<file path="src/rtl/waveform_pkt_pkg.sv">
// Shared types and constants for the waveform packetizer.
// Holds the FSM state type, the default start marker and the packet length helper.
package waveform_pkt_pkg;

    localparam logic [7:0] HDR_BYTE_DEFAULT = 8'hA5;

    typedef enum logic [3:0] {
        ST_IDLE,
        ST_CAPTURE,
        ST_SEND_HDR,
        ST_SEND_SEQ,
        ST_SEND_PH_HI,
        ST_SEND_PH_LO,
        ST_SEND_SAMP_HI,
        ST_SEND_SAMP_LO,
        ST_SEND_CSUM
    } pkt_state_e;

    // HDR + SEQ + two pulse-height bytes + two bytes per sample + CSUM
    function automatic int pkt_len(input int nsamp);
        return 2 + 2 + 2 * nsamp + 1;
    endfunction

endpackage

</file>
<file path="src/rtl/sample_buffer.sv">
// Simple dual-port sample RAM: one synchronous write port, one registered read port.
// Latency: read data appears one cycle after the address. No backpressure.
// Backpressure: none; the caller holds rd_addr to hold rd_dat.
module sample_buffer #(
    parameter int DEPTH = 32,
    parameter int WIDTH = 14
) (
    input  logic                     clk,
    input  logic                     wr_en,
    input  logic [$clog2(DEPTH)-1:0] wr_addr,
    input  logic [WIDTH-1:0]         wr_dat,
    input  logic [$clog2(DEPTH)-1:0] rd_addr,
    output logic [WIDTH-1:0]         rd_dat
);

    logic [WIDTH-1:0] mem_q [DEPTH];
    logic [WIDTH-1:0] rd_dat_q;

    // No reset so the array and read register map onto a block RAM.
    always_ff @(posedge clk) begin
        if (wr_en) begin
            mem_q[wr_addr] <= wr_dat;
        end
        rd_dat_q <= mem_q[rd_addr];
    end

    assign rd_dat = rd_dat_q;

endmodule

</file>
<file path="src/rtl/waveform_packetizer.sv">
// Captures one gated ADC window and streams it as a framed, checksummed byte packet.
// Latency: HDR byte valid the cycle after the window is seen low; one byte per cycle thereafter.
// Backpressure: tx_ready stalls the stream with tx_data held; windows arriving while sending are dropped.
module waveform_packetizer
    import waveform_pkt_pkg::*;
#(
    parameter int         NSAMP    = 32,
    parameter int         SAMPW    = 14,
    parameter logic [7:0] HDR_BYTE = HDR_BYTE_DEFAULT
) (
    input  logic             clk,
    input  logic             rst_n,
    input  logic             window_in,
    input  logic [SAMPW-1:0] sample_in,
    input  logic [SAMPW-1:0] pulse_height_in,
    output logic [7:0]       tx_data,
    output logic             tx_valid,
    input  logic             tx_ready,
    output logic             busy,
    output logic [7:0]       drop_count
);

    localparam int AW = $clog2(NSAMP);
    localparam int CW = AW + 1;
    localparam logic [CW-1:0] CNT_FULL = CW'(NSAMP);
    localparam logic [AW-1:0] IDX_LAST = AW'(NSAMP - 1);

    pkt_state_e       state_q, state_d;
    logic             window_q, window_d;
    logic [CW-1:0]    wr_cnt_q, wr_cnt_d;
    logic [AW-1:0]    samp_idx_q, samp_idx_d;
    logic [SAMPW-1:0] ph_q, ph_d;
    logic [7:0]       seq_q, seq_d;
    logic [7:0]       csum_q, csum_d;
    logic [7:0]       drop_q, drop_d;

    logic             wr_en;
    logic [AW-1:0]    wr_addr;
    logic [SAMPW-1:0] rd_dat;
    logic             sending;
    logic             rise;
    logic             xfer;
    logic [7:0]       tx_byte;
    logic [15:0]      ph_word;
    logic [15:0]      samp_word;

    assign sending = (state_q != ST_IDLE) && (state_q != ST_CAPTURE);
    assign rise    = window_in & ~window_q;
    assign xfer    = sending & tx_ready;
    assign ph_word = 16'(ph_q);
    // Addresses past the written count read back as zero instead of stale RAM contents.
    assign samp_word = (CW'(samp_idx_q) < wr_cnt_q) ? 16'(rd_dat) : 16'h0000;

    always_comb begin
        state_d    = state_q;
        window_d   = window_in;
        wr_cnt_d   = wr_cnt_q;
        samp_idx_d = samp_idx_q;
        ph_d       = ph_q;
        seq_d      = seq_q;
        csum_d     = csum_q;
        drop_d     = drop_q;
        wr_en      = 1'b0;
        wr_addr    = '0;
        tx_byte    = 8'h00;

        case (state_q)
            ST_IDLE: begin
                if (rise) begin
                    state_d  = ST_CAPTURE;
                    wr_en    = 1'b1;
                    wr_addr  = '0;
                    wr_cnt_d = CW'(1);
                end
            end
            ST_CAPTURE: begin
                if (window_in) begin
                    if (wr_cnt_q < CNT_FULL) begin
                        wr_en    = 1'b1;
                        wr_addr  = wr_cnt_q[AW-1:0];
                        wr_cnt_d = wr_cnt_q + 1'b1;
                    end
                end else begin
                    ph_d       = pulse_height_in;
                    samp_idx_d = '0;
                    csum_d     = 8'h00;
                    state_d    = ST_SEND_HDR;
                end
            end
            ST_SEND_HDR: begin
                tx_byte = HDR_BYTE;
                if (xfer) state_d = ST_SEND_SEQ;
            end
            ST_SEND_SEQ: begin
                tx_byte = seq_q;
                if (xfer) state_d = ST_SEND_PH_HI;
            end
            ST_SEND_PH_HI: begin
                tx_byte = ph_word[15:8];
                if (xfer) state_d = ST_SEND_PH_LO;
            end
            ST_SEND_PH_LO: begin
                tx_byte = ph_word[7:0];
                if (xfer) state_d = ST_SEND_SAMP_HI;
            end
            ST_SEND_SAMP_HI: begin
                tx_byte = samp_word[15:8];
                if (xfer) state_d = ST_SEND_SAMP_LO;
            end
            ST_SEND_SAMP_LO: begin
                tx_byte = samp_word[7:0];
                if (xfer) begin
                    samp_idx_d = samp_idx_q + 1'b1;
                    state_d    = (samp_idx_q == IDX_LAST) ? ST_SEND_CSUM : ST_SEND_SAMP_HI;
                end
            end
            ST_SEND_CSUM: begin
                tx_byte = csum_q;
                if (xfer) begin
                    seq_d   = seq_q + 8'd1;
                    state_d = ST_IDLE;
                end
            end
            default: state_d = ST_IDLE;
        endcase

        if (xfer && (state_q != ST_SEND_HDR) && (state_q != ST_SEND_CSUM)) begin
            csum_d = csum_q + tx_byte;
        end

        if (rise && sending && (drop_q != 8'hFF)) begin
            drop_d = drop_q + 8'd1;
        end
    end

    always_ff @(posedge clk or negedge rst_n) begin
        if (!rst_n) begin
            state_q    <= ST_IDLE;
            window_q   <= 1'b0;
            wr_cnt_q   <= '0;
            samp_idx_q <= '0;
            ph_q       <= '0;
            seq_q      <= 8'h00;
            csum_q     <= 8'h00;
            drop_q     <= 8'h00;
        end else begin
            state_q    <= state_d;
            window_q   <= window_d;
            wr_cnt_q   <= wr_cnt_d;
            samp_idx_q <= samp_idx_d;
            ph_q       <= ph_d;
            seq_q      <= seq_d;
            csum_q     <= csum_d;
            drop_q     <= drop_d;
        end
    end

    // Reading the next-cycle index keeps the RAM one step ahead, so SAMP_HI never waits on a read.
    sample_buffer #(
        .DEPTH (NSAMP),
        .WIDTH (SAMPW)
    ) u_buf (
        .clk     (clk),
        .wr_en   (wr_en),
        .wr_addr (wr_addr),
        .wr_dat  (sample_in),
        .rd_addr (samp_idx_d),
        .rd_dat  (rd_dat)
    );

    assign tx_data    = tx_byte;
    assign tx_valid   = sending;
    assign busy       = (state_q != ST_IDLE);
    assign drop_count = drop_q;

endmodule
</file>
<file path="config.mk">
export PLATFORM = sky130hd
export DESIGN_NAME = waveform_packetizer
export DESIGN_NICKNAME = d
export VERILOG_FILES = /design/src/rtl/waveform_pkt_pkg.sv /design/src/rtl/sample_buffer.sv /design/src/rtl/waveform_packetizer.sv
export SDC_FILE = /design/constraint.sdc
export NUM_CORES = 1
export LEC_CHECK = 0
export CAP_MARGIN = 20
export CORE_MARGIN = 2
export CORE_UTILIZATION = 55
export CTS_CLUSTER_DIAMETER = 150
export DETAILED_ROUTE_END_ITERATION = 6
export GPL_ROUTABILITY_DRIVEN = 0
export MAX_ROUTING_LAYER = met4
export PLACE_DENSITY = 0.73
export SLEW_MARGIN = 10
export SYNTH_ARGS = -nofsm -noshare
export SYNTH_HDL_FRONTEND = slang
export SYNTH_SLANG_ARGS = --single-unit
</file>
<file path="constraint.sdc">
create_clock -name clk -period 5 [get_ports clk]
set_input_delay 0.75 -clock clk [delete_from_list [all_inputs] [get_ports clk]]
set_output_delay 0.75 -clock clk [all_outputs]
set_load 0.01 [all_outputs]
</file>
==> out/qor.yml <==
wl_met3_um: 5770
final_nets: 1719
r2r_setup_slack_ps: 760
rsz0062_at_grt: "false"
row_count: 72
grt_start_max_net_pins: 100
cp-end-kind: "primary output"
num_vias: 14500
critPathKind: "register to primary output"
crit_required_ps: 4250
routed-wl-met2_um: 26400
clk_pin_slew_worst_paths_ps: 60
wl_per_cell_um: 25.5
synth_area_leaders: "edfxtp_1 (62%), dfrtp_1 (6.2%), nand2_1 (4.1%), nor3b_1 (3.9%), a211oi_1 (3.4%)"
ant_nets: 0
synth.most_common_cell: "edfxtp_1"
overflow: 0
first_iter_violations: 1995
routed_wl_um: 56800
syn-cell-area_um2: 21600
fin_crit_sh: 0.854
area_delta_synth_final_pct: 14.3
viasPerCell: 6.49
worstSkewPairLatency_ps: 590
yosysTopAreaCell: "edfxtp_1"
fmax_mhz: 234
synthTopCellsByCount: "edfxtp_1 (448), nand2_1 (234), nor3b_1 (113)"
slew_headroom: 0.309
synth_cells: 1602
p_per_area_nw_per_um2: 599
die_area_um2: 41000
maxSlewViolCount: 0
synth_edf_count: 448
setup_tns_ps: 0
ctsHoldBuffers: 0
finalCriticalPeriod_ps: 4270
hold_violations: 0
r2r-start: "state_q[1]$_DFFE_PN0P_"
critPathLaunchType: "register"
drc: 0
synth_ff_type: "edfxtp_1"
tightest_slew_ps: 1030
ioPinCount: 50
grt_pass1_wl_um: 87000
synth.distinct_cells: 71
critPathArrivalTime_ps: 3520
highest_layer: "met4"
numPortBuffers: 49
rr_worst_depth: 11
hp-class: "input port to asynchronous set/reset pin"
cts-root-buf: "clkbuf_16"
r2r_end: "csum_q[7]$_DFFE_PN0P_"
coreArea_um2: 38700
cts_resized: 0
avgSynthCellArea_um2: 13.5
status: "finished, final reports clean"
syn_nets: 1651
cp_max_fo: 21
whs_ps: 294
initial_core_util: 0.559
synth_seq_cells: 516
numClockSinks: 516
dr.pass1.iters: 6
die_w_um: 202
drive_above_1_share: 0.113
htreeDepth: 2
synthArstFlopShare: 0.105
antenna_found_initial: 1
wl_met1_um: 22500
grt_pass1_vias: 14000
cts_buffer_depth: 3
grtUsageTotal: 0.289
finalSetupViolCount: 0
skew_ps: 24.9
ys_seq_area_frac: 0.697
dp_hpwl_um: 33700
vdd_drop_max_v: 0.000540
drv_cap: 0
yosysWarnings: 0
synth.top_cell.area_share: 0.621
cts_setup_buffers: 0
numCtsBuffers: 51
chipHeight_um: 202
power.leakage_nw: 8.24
cts_tree: "done"
## layout make-up
cell class	count	area, µm²
fill	2805	14000
inverter	16	61.3
multi-input combinational	954	6010
clock inverter	27	359
sequential	516	15100
clock buffer	66	1410
tap	518	648
timing repair buffer	131	1180
antenna	1	2.50
## cells by family after synthesis
family	count (synthesis)	synth area share
multiplexers	24	0.0124
flip-flops	516	0.697
AND/OR/NAND/NOR	540	0.124
XOR/XNOR	23	0.00931
buffers and inverters	132	0.0262
AO/OA/AOI/OAI	350	0.121
adder cells (fa/ha/maj)	17	0.0102
## flip-flops by register name, summed over array words and instances, names as in the netlist
register and count:
drop_count 8, wr_cnt_q 6, samp_idx_q 5, state_q 4
csum_q 8, u_buf.rd_dat 14, window_q 1, ph_q 14
seq_q 8, u_buf.mem_q 448
## per-stage QoR
step | cell area [µm²] | power, mW | setup WS [ps] | cells | utilization
floorplan | 21600 | 8.71 | 1250 | 1602 | -
global placement | 23000 | 10.6 | 692 | 2135 | 0.593
detailed placement | 23000 | 10.8 | 588 | 2135 | 0.593
CTS | 24700 | 14.8 | 806 | 2228 | 0.639
global route | 24800 | 15.5 | 478 | 2229 | 0.639
finish | 24800 | 14.8 | 730 | 2229 | 0.639
## how the worst max path moves through the flow
stage | from | to | slack (ps) | depth (start not counted)
6_report | state_q[1]$_DFFE_PN0P_ | tx_data[1] | 730 | 4
5_1_grt | state_q[1]$_DFFE_PN0P_ | csum_q[7]$_DFFE_PN0P_ | 480 | 11
4_1_cts | state_q[1]$_DFFE_PN0P_ | tx_data[1] | 810 | 4
3_5_place_dp | tx_ready | u_buf.rd_dat[6]$_DFF_P_ | 590 | 11
3_3_place_gp | tx_ready | u_buf.rd_dat[6]$_DFF_P_ | 690 | 11
2_1_floorplan | state_q[1]$_DFFE_PN0P_ | csum_q[7]$_DFFE_PN0P_ | 1250 | 13
## critical path: stages, from the launching register on
cell and delay, ps:
dfrtp_1 760, and4b_1 620, a22oi_1 380, o21ai_0 520
clkdlybuf4s50_1 640
## report_power, final
group	total (mW)	leakage (nW)	internal, mW	switching [mW]
logic	5.65	2.56	1.85	3.80
clock network	4.05	0.856	2.44	1.61
registers	5.12	4.82	4.91	0.210
total	14.8	8.24	9.20	5.62
## metal layers
metal | vias up | global-route usage
li1 | 6370 | -
met1 | 7158 | 0.397
met2 | 801 | 0.432
met3 | 138 | 0.0564
met4 | 0 | 0.110
met5 | - | -
## cells in the final DEF, fill, tap and decap left out, types with 8 or more instances in the layout
| cell | synthesis | routed |
|---|---|---|
| nor2_1 | 66 | 66 |
| nor3b_1 | 113 | 113 |
| mux2_2 | 20 | 20 |
| o311ai_0 | 8 | 8 |
| bufinv_16 | 0 | 9 |
| clkdlybuf4s50_1 | 0 | 48 |
| dfxtp_1 | 14 | 14 |
| xor2_1 | 9 | 9 |
| o21a_1 | 15 | 15 |
| o21ai_1 | 12 | 12 |
| clkinv_1 | 1 | 8 |
| a2111oi_0 | 14 | 14 |
| buf_4 | 6 | 76 |
| clkinv_2 | 0 | 9 |
| inv_1 | 13 | 13 |
| o32ai_1 | 14 | 14 |
| a311oi_1 | 57 | 57 |
| clkbuf_16 | 0 | 53 |
| nor3_1 | 8 | 8 |
| a211oi_1 | 98 | 98 |
| a221oi_1 | 15 | 15 |
| nand2_1 | 234 | 234 |
| ha_1 | 16 | 16 |
| nand3_1 | 77 | 77 |
| a31oi_1 | 16 | 16 |
| dfrtp_1 | 54 | 54 |
| a22oi_1 | 9 | 9 |
| o21ai_0 | 23 | 23 |
| edfxtp_1 | 448 | 448 |
| xnor2_1 | 14 | 14 |
| clkbuf_1 | 65 | 10 |
| and3_1 | 8 | 8 |
| a21oi_1 | 34 | 34 |
Power figures use the tool's default switching activity.
